[src/rtl/mem_arb_pkg.sv]
// mem_arb_pkg: FSM state encoding, port indices and default widths shared by mem_access_arbiter
package mem_arb_pkg;
  typedef enum logic [1:0] {IDLE, ACCESS, RESP} state_t;
  localparam logic PORT_FETCH = 1'b0;
  localparam logic PORT_LSU = 1'b1;
  localparam int DEF_ADDR_W = 15;
  localparam int DEF_DATA_W = 32;
endpackage

[src/rtl/arb2_pick.sv]
// arb2_pick: combinational 2-way picker, req[1:0] (+ last under MEM_ARB_ROUND_ROBIN_EN) -> one-hot gnt[1:0]; port 1 wins ties unless MEM_ARB_ROUND_ROBIN_EN, where the port not granted last wins
module arb2_pick (
  input  logic [1:0] req,
`ifdef MEM_ARB_ROUND_ROBIN_EN
  input  logic       last,
`endif
  output logic [1:0] gnt
);
`ifdef MEM_ARB_ROUND_ROBIN_EN
  always_comb gnt = &req ? (last ? 2'b01 : 2'b10) : req;
`else
  always_comb gnt = req[1] ? 2'b10 : req;
`endif
endmodule

[src/rtl/mem_access_arbiter.sv]
// mem_access_arbiter: serialises p0 fetch reads (p0_req/p0_addr/p0_ack) and p1 load/store (p1_req/p1_we/p1_addr/p1_wdata/p1_ack) onto one memory (mem_addr/mem_we/mem_wdata/mem_rdata), returning captured rdata; clk, async active-high reset; MEM_ARB_ROUND_ROBIN_EN selects round-robin ties
module mem_access_arbiter
  import mem_arb_pkg::*;
#(
  parameter int ADDR_W = DEF_ADDR_W,
  parameter int DATA_W = DEF_DATA_W
) (
  input  logic              clk,
  input  logic              reset,
  input  logic              p0_req,
  input  logic [ADDR_W-1:0] p0_addr,
  output logic              p0_ack,
  input  logic              p1_req,
  input  logic              p1_we,
  input  logic [ADDR_W-1:0] p1_addr,
  input  logic [DATA_W-1:0] p1_wdata,
  output logic              p1_ack,
  output logic [DATA_W-1:0] rdata,
  output logic [ADDR_W-1:0] mem_addr,
  output logic              mem_we,
  output logic [DATA_W-1:0] mem_wdata,
  input  logic [DATA_W-1:0] mem_rdata
);
  state_t state, state_nxt;
  logic win;
  logic [1:0] gnt;
  arb2_pick u_pick (
    .req ({p1_req, p0_req}),
`ifdef MEM_ARB_ROUND_ROBIN_EN
    .last(win),
`endif
    .gnt (gnt)
  );
  always_comb begin
    state_nxt = state == IDLE ? (|gnt ? ACCESS : IDLE) : state == ACCESS ? RESP : IDLE;
    p0_ack = state == RESP && win == PORT_FETCH;
    p1_ack = state == RESP && win == PORT_LSU;
  end
  always_ff @(posedge clk or posedge reset)
    if (reset) state <= IDLE;
    else state <= state_nxt;
  always_ff @(posedge clk or posedge reset)
    if (reset) begin
      win <= PORT_LSU;
      mem_addr <= '0;
      mem_wdata <= '0;
      mem_we <= 1'b0;
      rdata <= '0;
    end else if (state == IDLE && |gnt) begin
      win <= gnt[1];
      mem_addr <= gnt[1] ? p1_addr : p0_addr;
      mem_wdata <= gnt[1] ? p1_wdata : mem_wdata;
      mem_we <= gnt[1] & p1_we;
    end else if (state == ACCESS) begin
      mem_we <= 1'b0;
      rdata <= mem_we ? rdata : mem_rdata;
    end
endmodule

[config.mk]
export PLATFORM = sky130hd
export DESIGN_NAME = mem_access_arbiter
export DESIGN_NICKNAME = d
export VERILOG_FILES = /design/src/rtl/mem_arb_pkg.sv /design/src/rtl/arb2_pick.sv /design/src/rtl/mem_access_arbiter.sv
export SDC_FILE = /design/constraint.sdc
export NUM_CORES = 1
export LEC_CHECK = 0
export ABC_AREA = 1
export CORE_MARGIN = 3
export CORE_UTILIZATION = 44
export CTS_BUF_LIST = sky130_fd_sc_hd__clkbuf_8
export DETAILED_ROUTE_END_ITERATION = 6
export GPL_ROUTABILITY_DRIVEN = 0
export PLACE_DENSITY = 0.95
export SYNTH_ARGS = -nofsm -noshare
export SYNTH_HDL_FRONTEND = slang
export SYNTH_SLANG_ARGS = --single-unit
[constraint.sdc]
create_clock -name clk -period 4.7 [get_ports clk]
set_input_delay 0.47 -clock clk [delete_from_list [all_inputs] [get_ports clk]]
set_output_delay 0.47 -clock clk [all_outputs]
set_load 0.05 [all_outputs]
==> metrics.md <==
| Metric | Value |
|---|---|
| Yosys warns | 0 |
| Top Layer Used | met4 |
| Count of final setup violators | 0 |
| Ratio of cells with drive above 1 in the final layout | 4.60% |
| Area taken by multi-input logic gates | 1200 um^2 |
| Tot GR Track Use | 22.0% |
| Tcrit/Tclk final | 52.0% |
| Sequential cell area | 2080 um^2 |
| Mapped Area | ~3400 um^2 |
| Max H-tree Level | 3 |
| Post-DP HPWL | 7140 um |
| Hold Crit Class | reg -> reg |
| Synth top area cells | dfrtp_1 60%, nand2_1 28%, nand3_1 4.8%, buf_2 1.7%, buf_6 0.98% |
| Router iterations before antenna repair | 5 |
| Core Footprint | 7410 um^2 |
| Starting Density | between 40 and 50% |
| Routed Antenna Nets | 0 |
| Critical Path End Type | register |
| Die W | 94.3 um |
| Vias/cell | 4.78 |
| Max cap viols | 0 |
| Ys flop type | dfrtp_1 |
| Number of diodes | 0 |
| # IOs | 181 |
| Hold_buf cts | 0 |
| Status | finished, final reports clean |
| Setup ws final | 2.26 ns |
| Slowest cell on crit path | nand2_1 |
| First-pass GRT wire length | 15200 um |
| Post-CTS Setup Bufs | 0 |
| Vias in the first global route | 3209 |
| Cell with the most instances after synthesis | nand2_1 |
| CTS sink count | 83 |
| Critical path class | reg -> reg |
| Top-area cell type share of the netlist area | between 50% and 60% |
| Nets | between 600 and 700 |
| Max IR drop VDD | 0.360 mV |
| Crit path DAT | 2.67 ns |
| Post-Syn Nets | 510 |
| Post-layout min period | approximately 2.4 ns |
| Clk_lat worst skew | about 0.35 ns |
| Die footprint | 8900 um^2 |
| FF-to-FF Start | state[0] |
| Met2 wire len | approximately 4800 um |
| Commonest cells post-synth | 258 x nand2_1, 82 x dfrtp_1, 33 x nand3_1 |
| Worst Skew | 0.0142 ns |
| Die height | 94.3 um |
| Num CTS Buffers | 9 |
| Drt initial violations | 166 |
| Worst Setup SP | state[0] |
| Lkg Pwr | 2.70 nW |
| Final WL | around 9600 um |
| Clock Tree Buf Depth | 2 |
| Port Buffers | 180 |
| Synth cell types | 17 |
| Cell mode on critical path | nand2_1 |
| Buf/Inv on CP | 0 |
| GRT overflow | 0 |
| Crit path cell chain | nor2_4 -> nand2_1 -> nand2_1 -> nand2_1 |
| Setup TNS | 0 ns |
| Root buf cell | clkbuf_8 |
| Fin. max-slew vios | 0 |
| Setup WS pre-CTS | 2.16 ns |
| Clock transition at path regs | 0.09 ns |
| Layout Area Growth over Synthesis | 58.2% |
| Crit path largest cell delay | ~0.85 ns |
| Worst Path Required | 4.93 ns |
| Synth area leader | dfrtp_1 |
| Seq cells post-synth | 83 |
| DRC | 0 |
| Met3 wire len | 829 um |
| Final hold violation count | 0 |
| Largest net degree at the start of global routing | 58 |
| Initial antenna violation count | 0 |
| Gate Count Post-Synth | a little over 400 |
| Post-CTS sizing | 0 |
| Fmax | 409 MHz |
| Worst slew pin tran | ~1.2 ns |
| Number of enable flip-flop cells after synthesis | 0 |
| DR vias | 3278 |
| CTS tree | yes |
| Met1 WL | 3820 um |
| Asr flop ratio synth | 100% |
| RSZ-0062 raised after global routing | false |
| Type of origin of the critical path | register |
| Hold_sp | win |
| Routed WL per cell | 14.0 um |
| Rows | 31 |
| Crit-path leading delay family | simple AND/OR/NAND/NOR gates |
| Mean Syn Cell Area | ~8.4 um^2 |
| # fillers | 531 |
| Relative slew margins | 21.9% |
| Crit Path Max Fanout | 35 |
| Sequential element share of the synthesized area | 60.5% |
| PwrDens | 817 nW/um^2 |
==> where the power goes <==
group | internal (mW) | total [mW] | switching, mW
logic | 0.825 | 2.66 | 1.84
registers | 1.06 | 1.27 | 0.204
clock network | 0.249 | 0.508 | 0.260
==> layout make-up <==
type,count,area share [%]
Inverter,6,0.438
Timing Repair Buffer,181,33.2
Sequential cell,83,38.3
Clock buffer,9,2.28
Multi-Input combinational cell,301,22.1
Tap cell,99,2.28
Clock inverter,7,1.41
==> final timing paths <==
kind,slack [ns],to,cells after the start
setup / recovery,2.26,mem_wdata[10],4
hold / removal,0.47,win,2
setup reg to reg,2.26,mem_wdata[10],4
hold reg to reg,0.47,win,2
max in group asynchronous,3.15,win,3
min in group asynchronous,0.61,rdata[31],2
==> state kept, by name, indices dropped and copies added, names as in the netlist <==
name	count
mem_addr	15
mem_we	1
state	2
win	1
mem_wdata	32
rdata	32
==> routing by layer <==
layer,vias to the layer above,track usage [%]
li1,1595,-
met2,143,38.5
met4,0,7.70
met5,-,0
met3,13,6.06
met1,1527,25.9
==> worst min-delay path, cell delays in order (launching register included) <==
cell and delay [ns]:
dfstp_2 0.38, nand2_1 0.06, nand2_1 0.04
==> cells by family after synthesis <==
group,count (synthesis),share of synthesized area (%)
and+or+nand+nor,300,34.8
DFF,83,60.5
buffers and inverters,27,4.48
AOI/OAI and AO/OA,1,0.146
==> layout by cell type (no fill, tap or decap) <==
cell               n
nand2_1          258
clkdlybuf4s50_1  179
dfrtp_1           82
nand3_1           33
clkbuf_8           9
inv_1              4
clkinvlp_4         3
nor2_4             2
inv_2              2
nand2_2            2
nor2_2             2
nor2_1             1
nor3_1             1
and3_1             1
clkinv_2           1
a21oi_1            1
bufinv_16          1
inv_8              1
inv_6              1
buf_2              1
buf_4              1
dfstp_2            1
==> through the flow <==
step	util [%]	hold WS, ns	power, mW	cells	cell area [um^2]
floorplan	-	0.447	3.05	411	3430
global placement	70.6	0.454	3.89	670	5230
detailed placement	70.6	0.460	3.96	670	5230
CTS	73.3	0.472	4.47	686	5430
global route	73.3	0.498	4.69	686	5430
finish	73.3	0.472	4.44	686	5430
(Power assumes the default switching activity.)
